File: src/rtl/demux_pkg.sv
// Shared definitions for the stream demultiplexer: default sizing and the
// select-width derivation used by the top level.
package demux_pkg;

  localparam int DEF_WIDTH = 32'sd8;
  localparam int DEF_NCH   = 32'sd4;

  // Smallest r with 2**r >= n; evaluated at elaboration time.
  function automatic int demux_clog2(input int n);
    int r;
    r = 32'sd0;
    while ((32'sd1 <<< r) < n) begin
      r = r + 32'sd1;
    end
    return r;
  endfunction

endpackage

File: src/rtl/demux_slot.sv
// One-entry valid/ready output buffer. A word drained this cycle can be
// replaced by a new load on the same edge.
module demux_slot
  import demux_pkg::*;
#(
  parameter int WIDTH = DEF_WIDTH
) (
  input  logic             clk,
  input  logic             rst_n,
  input  logic             load,
  input  logic [WIDTH-1:0] data,
  input  logic             out_ready,
  output logic             free,
  output logic             out_valid,
  output logic [WIDTH-1:0] out_data
);

  assign free = ~out_valid | out_ready;

  // Buffer state: load wins, otherwise drain on ready, otherwise hold.
  always_ff @(posedge clk or negedge rst_n) begin
    if (!rst_n) begin
      out_valid <= 1'b0;
      out_data  <= {WIDTH{1'b0}};
    end else if (load) begin
      out_valid <= 1'b1;
      out_data  <= data;
    end else if (out_ready) begin
      out_valid <= 1'b0;
      out_data  <= out_data;
    end else begin
      out_valid <= out_valid;
      out_data  <= out_data;
    end
  end

endmodule

File: src/rtl/demux_stream_1xn.sv
// Registered 1-to-NCH valid/ready demultiplexer with broadcast, dropping
// words addressed beyond the last channel and counting them.
module demux_stream_1xn
  import demux_pkg::*;
#(
  parameter int WIDTH = DEF_WIDTH,
  parameter int NCH   = DEF_NCH,
  parameter int SELW  = demux_clog2(NCH)
) (
  input  logic                 clk,
  input  logic                 rst_n,
  input  logic                 in_valid,
  output logic                 in_ready,
  input  logic [WIDTH-1:0]     in_data,
  input  logic [SELW-1:0]      in_sel,
  input  logic                 in_bcast,
  output logic [NCH-1:0]       out_valid,
  input  logic [NCH-1:0]       out_ready,
  output logic [NCH*WIDTH-1:0] out_data,
  output logic                 err_sel,
  output logic [7:0]           drop_cnt
);

  logic [NCH-1:0] free;
  logic [NCH-1:0] sel_hit;
  logic [NCH-1:0] load;
  logic           sel_ok;
  logic           accept;
  logic           drop;

  // One-hot decode of in_sel; an out-of-range select hits no channel.
  always_comb begin
    sel_hit = {NCH{1'b0}};
    for (int k = 0; k < NCH; k++) begin
      if (in_sel == SELW'(k)) begin
        sel_hit[k] = 1'b1;
      end else begin
        sel_hit[k] = 1'b0;
      end
    end
  end

  assign sel_ok = |sel_hit;

  // Broadcast waits for every buffer; a bad select is always accepted.
  always_comb begin
    in_ready = 1'b1;
    if (in_bcast) begin
      in_ready = &free;
    end else if (sel_ok) begin
      in_ready = |(sel_hit & free);
    end else begin
      in_ready = 1'b1;
    end
  end

  assign accept = in_valid & in_ready;
  assign drop   = accept & ~in_bcast & ~sel_ok;

  // Per-channel load strobes.
  always_comb begin
    load = {NCH{1'b0}};
    if (accept && in_bcast) begin
      load = {NCH{1'b1}};
    end else if (accept) begin
      load = sel_hit;
    end else begin
      load = {NCH{1'b0}};
    end
  end

  for (genvar k = 0; k < NCH; k++) begin : g_slot
    demux_slot #(.WIDTH(WIDTH)) u_slot (
      .clk       (clk),
      .rst_n     (rst_n),
      .load      (load[k]),
      .data      (in_data),
      .out_ready (out_ready[k]),
      .free      (free[k]),
      .out_valid (out_valid[k]),
      .out_data  (out_data[k*WIDTH +: WIDTH])
    );
  end

  // Sticky select error and saturating drop counter.
  always_ff @(posedge clk or negedge rst_n) begin
    if (!rst_n) begin
      err_sel  <= 1'b0;
      drop_cnt <= 8'd0;
    end else if (drop) begin
      err_sel  <= 1'b1;
      drop_cnt <= (drop_cnt == 8'hFF) ? 8'hFF : drop_cnt + 8'd1;
    end else begin
      err_sel  <= err_sel;
      drop_cnt <= drop_cnt;
    end
  end

endmodule

File: config.mk
export PLATFORM = sky130hd
export DESIGN_NAME = demux_stream_1xn
export DESIGN_NICKNAME = d
export VERILOG_FILES = /design/src/rtl/demux_pkg.sv /design/src/rtl/demux_slot.sv /design/src/rtl/demux_stream_1xn.sv
export SDC_FILE = /design/constraint.sdc
export NUM_CORES = 1
export LEC_CHECK = 0
export CELL_PAD_IN_SITES_DETAIL_PLACEMENT = 2
export CELL_PAD_IN_SITES_GLOBAL_PLACEMENT = 2
export CORE_UTILIZATION = 30
export CTS_CLUSTER_DIAMETER = 60
export CTS_CLUSTER_SIZE = 8
export DETAILED_ROUTE_END_ITERATION = 8
export PLACE_DENSITY_LB_ADDON = 0.1
export SKIP_LAST_GASP = 1
export SLEW_MARGIN = 40
export SYNTH_ARGS = -nofsm -noshare
export SYNTH_HDL_FRONTEND = slang
export SYNTH_SLANG_ARGS = --single-unit
File: constraint.sdc
create_clock -name clk -period 1.97 [get_ports clk]
set_clock_uncertainty 0.2 [all_clocks]
set_input_delay 0.2955 -clock clk [delete_from_list [all_inputs] [get_ports clk]]
set_output_delay 0.2955 -clock clk [all_outputs]
set_load 0.1 [all_outputs]
==> results of run 1 <==
kinds of logic after synthesis:
logic type | synth area share, %
AOI/OAI and AO/OA | 5.55
DFF | 60.9
and+or+nand+nor | 7.18
buffers and inverters | 4.67
muxes | 21.7
final timing paths:
kind | from | end | slack [ns] | cells after the start
setup reg to reg | g_slot[1].u_slot.out_valid | g_slot[1].u_slot.out_data[7] | 0.03 | 8
setup / recovery | g_slot[2].u_slot.out_valid | in_ready | 0.004 | 5
hold reg to reg | drop_cnt[5] | drop_cnt[5] | 0.24 | 0
hold / removal | drop_cnt[5] | drop_cnt[5] | 0.24 | 0
max in group asynchronous | rst_n | g_slot[3].u_slot.out_data[0] | 0.65 | 3
min in group asynchronous | rst_n | drop_cnt[6] | 0.31 | 2
area by class of cell:
type	instances	area share [%]
sequential	45	34.0
tap	75	2.83
multi-input combinational	56	20.1
clock buffer	5	2.08
inverter	1	0.113
timing repair buffer	88	40.2
clock inverter	3	0.642
registers in the layout, indices dropped and copies added, names as in the netlist:
signal                   flops
g_slot.u_slot.out_data      32
drop_cnt                     8
g_slot.u_slot.out_valid      4
err_sel                      1
through the flow:
step	total power, mW	utilization [%]	setup slack (ns)
floorplan	3.38	-	0.0773
global placement	4.68	52.6	-0.236
detailed placement	4.73	52.6	-0.283
CTS	5.37	55.5	-0.0746
global route	5.50	56.0	-0.0939
finish	5.31	56.0	0.00359
where the power goes:
group | internal [mW] | switching, mW | leakage, nW
sequential | 1.15 | 0.263 | 0.551
clock | 0.252 | 0.325 | 0.0445
combinational | 1.25 | 2.07 | 0.916
Yosys cell counts (all sizes together):
cell	count
nand2	3
mux2	32
o21ai	1
buf	6
nor2b	1
inv	1
mux2i	1
a2bb2oi	1
o22ai	1
dfrtp	45
o21bai	1
nand2b	5
o21a	1
nor3	2
clkbuf	9
a32o	1
nand3b	1
and3b	1
nor2	2
a41oi	1
and4bb	1
cells in the final DEF, fill, tap and decap left out, types with 2 or more instances in the layout:
master,instances
buf_12,50
buf_4,18
buf_6,2
clkbuf_8,5
clkdlybuf4s50_1,9
dfrtp_1,44
dlygate4sd2_1,5
dlymetal6s2s_1,2
mux2_2,23
mux2_4,8
nand2_1,3
nand2b_4,4
nor2_1,2
metal layers:
metal | wire [um] | vias to the layer above | GRT usage, % | share of wire, %
met3 | 228 | 5 | 4.66 | 4.6
li1 | - | 556 | - | -
met2 | 2670 | 34 | 28.7 | 53
met1 | 2030 | 611 | 21.3 | 41
met5 | 0 | - | 0 | 0
met4 | 69 | 0 | 5.89 | 1.4
timing repair:
item / 4_1_cts / 5_1_grt
setup endpoints to repair: 1 / 11
hold buffers: 1 / 0
gates cloned: 0 / 0
pin swaps: 4 / 3
hold endpoints to repair: 21 / 0
buffers inserted: 8 / 3
gates resized for setup: 11 / 4
==> run metrics, run 1 <==
status=finished, final reports clean; # setup viols final=0; initial antenna violation count=0; top cells by area, synth=dfrtp_1 (61%), mux2_2 (14%), mux2_4 (6.5%); initial cell density of the core=31.2%; CP Launch Type=flop; Mapped Area=0.00185 mm2; CTS Sinks=45; Yosys reg bits=45; remaining antenna violation count=0; cell row count=28; final setup TNS=0 ns; Remaining Overflow, GRT=0; Yosys warnings=0; peak supply drop=0.000922 V; worst slew pin tran=0.541 ns; crit-path cells=nand2b_4, mux2i_1, o21a_1, o22ai_4, buf_12; number of port buffers=63; Reg clk slew, reported paths=0.09 ns; Die W=80.5 um; final cell area excluding filler cells=0.00331 mm2; buffers and inverters on the worst path=1; final net count=215; # diodes=0; CP endpoint kind=primary output; number of global-route vias before repair=1,379; Detailed Place HPWL=3.60 mm; cells after synthesis=117; DR pass1 iterations=2; pin count of the biggest net entering global routing=24; Avg Synthesized Cell Area=15.8 um2; LEAKAGE=1.51 nW; RSZ-0062 raised after global routing=true; core area=0.00592 mm2; Max Clk Rate=509 MHz; gr usage total=17.2%; worst hold path type=flop to flop; synth unique cells=26; Reg area=0.00113 mm2; number of H-tree levels=2; post-synthesis sequential area ratio=60.9%; Ports=64; crit-path max FO=4; total CTS buffers=5; final std cells w/o fill=273; Placed Instance Area=0.00311 mm2; max-cap violations=0; final max-slew violation count=0; die area=0.00648 mm2; Die Span Y=80.5 um; CP required=1.47 ns; RePlAce Congestion=0.813; CTS tree=done; Multi-input gate area=666 um2; global-route wire length before repair=8.00 mm; CP max-delay cell=dfrtp_1; initial detailed-routing violation count=36; minimum clock period after layout=1.97 ns; share of cells above drive strength 1=62.6%; worst skew pair latency=0.30 ns; max incr delay on CP=0.41 ns; Critical Path AT=1.47 ns; Vias=1,206; WL/cell=18.3 um; root buf cell=clkbuf_8; count of placed standard cells including taps=254; Power Density=1600 mW/mm2; CP top delay family=flip-flops; Relative slew margins=63.9%; Total Wirelength=5.00 mm; synthesized net count=135; Final Hold Viols=0; Synth area leader=dfrtp_1; hold_ws=0.240 ns; routed vias/inst=4.42; worst setup path class=flop to primary output; Yosys top cell area share=60.9%; fill count=513; Final Cycle Share=99.8%; DRC Markers=0; Area growth syn-to-layout=79.3%; Max clock buf depth=2
Note: power is estimated with default switching activity, not from simulation.
==> run 2, diff against run 1 <==
==> constraint.sdc (replaced) <==
create_clock -name clk -period 2 [get_ports clk]
set_clock_uncertainty 0.2 [all_clocks]
set_input_delay 0.3 -clock clk [delete_from_list [all_inputs] [get_ports clk]]
set_output_delay 0.3 -clock clk [all_outputs]
set_load 0.1 [all_outputs]
==> run 2 against run 1 <==
Wire length increased by 0.68%. Critical endpoint unchanged. Non-clock buffer count decreased by 1. Cell count decreased by 0.37%. Critical path depth unchanged. Setup slack got worse by 0.018 ns. Combinational power decreased by 12%. The flow now finishes with violations (negative setup slack). Critical path type unchanged. Largest power group unchanged.
==> run metrics, run 2 (synthesis results as in run 1) <==
status=finished with violations; violated checks=negative setup slack; Final Hold Viols=0 (unchanged); most frequent cells in the layout=dfrtp_1 (44), buf_4 (42), buf_12 (26); Max Clk Rate=496 MHz; CTS tree=done; global-route wire length before repair=7.92 mm (-0.95%); final setup TNS=-0.0149 ns (-0.0149 ns); Critical Path AT=1.51 ns (+0.04 ns); initial cell density of the core=31.2% (unchanged); fill count=551 (+7.4%); max-cap violations=0 (unchanged); Power Total=4.82 mW (-9.4%); share of cells above drive strength 1=62.9% (+0.32 points); RSZ-0062 raised after global routing=true; Power Density=1600 mW/mm2 (about the same); remaining antenna violation count=0 (unchanged); Reg clk slew, reported paths=0.10 ns (about the same); final cell area excluding filler cells=0.00300 mm2 (-9.4%); Hold Path Sink=drop_cnt[3]; count of placed standard cells including taps=254 (unchanged); CP required=1.50 ns (+0.03 ns); Placed Instance Area=0.00281 mm2 (-9.6%); final std cells w/o fill=272 (-0.37%); crit-path max FO=3 (-1); core area=0.00592 mm2 (unchanged); hold_ws=0.191 ns (-0.0485 ns); CP max-delay cell=dfrtp_2; LEAKAGE=1.39 nW (-7.9%); # diodes=0 (unchanged); Reg area=0.00113 mm2 (unchanged); minimum clock period after layout=2.01 ns; worst skew pair latency=0.30 ns (about the same); number of port buffers=63 (unchanged); Worst Reg-to-Reg Cells=6 (-2); peak supply drop=0.000833 V (-9.6%); Hold Path Cell Cnt=0 (unchanged); DP Worst Slack=-0.274 ns (+0.00894 ns); # setup viols final=1 (+1); Total Wirelength=5.03 mm (+0.68%); max FFs per register=32 (unchanged); WL/cell=18.5 um (+1.1%); final max-slew violation count=0 (unchanged); number of H-tree levels=2 (unchanged); commonest non-fill, non-tap cell in the layout=dfrtp_1; final worst slack=-0.0149 ns (-0.0185 ns); routed vias/inst=4.41 (-0.13%); gr usage total=17.1% (-0.14 points); Vias=1,200 (-0.50%); RR Endpoint=g_slot[2].u_slot.out_data[0]; Max clock buf depth=2 (unchanged); max incr delay on CP=0.45 ns (+0.04 ns); Die W=80.5 um (unchanged); crit-path cells=nand2b_4, nand3b_1, o21a_1, o22ai_4, buf_12; die area=0.00648 mm2 (unchanged); r2r setup slk=0.10 ns (+0.07 ns); Detailed Place HPWL=3.74 mm (+4.0%); launch point of the worst hold path=drop_cnt[3]; DRC Markers=0 (unchanged); Relative slew margins=69.6% (+5.7 points); root buf cell=clkbuf_8; Final Util=50.7% (-5.2 points); worst slew pin tran=0.456 ns (-0.0857 ns); DR pass1 iterations=3 (+1); Multi-input gate area=669 um2 (+0.56%); initial detailed-routing violation count=19 (-47%); Top reg by flops=g_slot.u_slot.out_data; Area growth syn-to-layout=62.5%; worst hold path type=flop to flop; Critical R2R Launch=g_slot[1].u_slot.out_valid; cell row count=28 (unchanged); Die Span Y=80.5 um (unchanged); pin count of the biggest net entering global routing=20 (-17%); RePlAce Congestion=0.805 (-0.95%); worst setup path class=flop to primary output; top flop regs=g_slot.u_slot.out_data (32), drop_cnt (8), g_slot.u_slot.out_valid (4); number of global-route vias before repair=1,360 (-1.4%); Ports=64 (unchanged); Remaining Overflow, GRT=0 (unchanged); total CTS buffers=5 (unchanged); Final Cycle Share=101%; CP endpoint kind=primary output; final net count=214 (-0.47%); CP Launch Type=flop; CTS Sinks=45 (unchanged); initial antenna violation count=0 (unchanged)
run 2: changes by cell type in the layout (fill, tap and decap cells not counted), sizes merged:
| cell | delta |
|---|---|
| dlymetal6s2s | -1 |
| buf | -1 |
| clkdlybuf4s50 | +1 |
run 2: worst max-delay path by stage:
| stage | start | to | slack [ns] | cells past startpoint |
|---|---|---|---|---|
| 5_1_grt | g_slot[1].u_slot.out_valid | in_ready | -0.09 | 5 |
| 3_5_place_dp | out_ready[1] | g_slot[2].u_slot.out_data[5] | -0.27 | 6 |
| 3_3_place_gp | out_ready[1] | g_slot[2].u_slot.out_data[1] | -0.21 | 6 |
| 2_1_floorplan | g_slot[0].u_slot.out_valid | in_ready | 0.10 | 5 |
| 6_report | g_slot[1].u_slot.out_valid | in_ready | -0.01 | 5 |
| 4_1_cts | g_slot[0].u_slot.out_valid | in_ready | -0.08 | 5 |
run 2: final cells by class:
type	count	share of cell area (%)
multi-input cells	56	22.3
clock buffers	5	2.29
clock inverters	3	0.708
well taps	75	3.13
repair buffers	87	33.9
inverters	1	0.125
flip-flops and latches	45	37.5
run 2: report_power, final:
group / switching, mW / internal (mW)
registers: 0.189 / 1.14
logic: 2.04 / 0.872
clock network: 0.332 / 0.248
run 2: critical path: cells and delay by family (launching register included):
family,cells,cell delay [ns]
buffers and inverters,1,0.19
and+or+nand+nor,2,0.22
AOI/OAI and AO/OA,2,0.34
DFF,1,0.45
run 2: what timing repair did:
action,in CTS,in global routing
hold buffers,1,0
endpoints found under the setup margin,1,9
setup buffers,6,3
pin swaps,4,2
endpoints found under the hold margin,17,0
resized for setup,11,3
run 2: metal layers:
| layer | GRT usage [%] | part of all wire (%) |
|---|---|---|
| met5 | 0 | 0 |
| met4 | 5.71 | 0.95 |
| met3 | 4.32 | 5.2 |
| met2 | 31.1 | 58 |
| met1 | 19.2 | 36 |
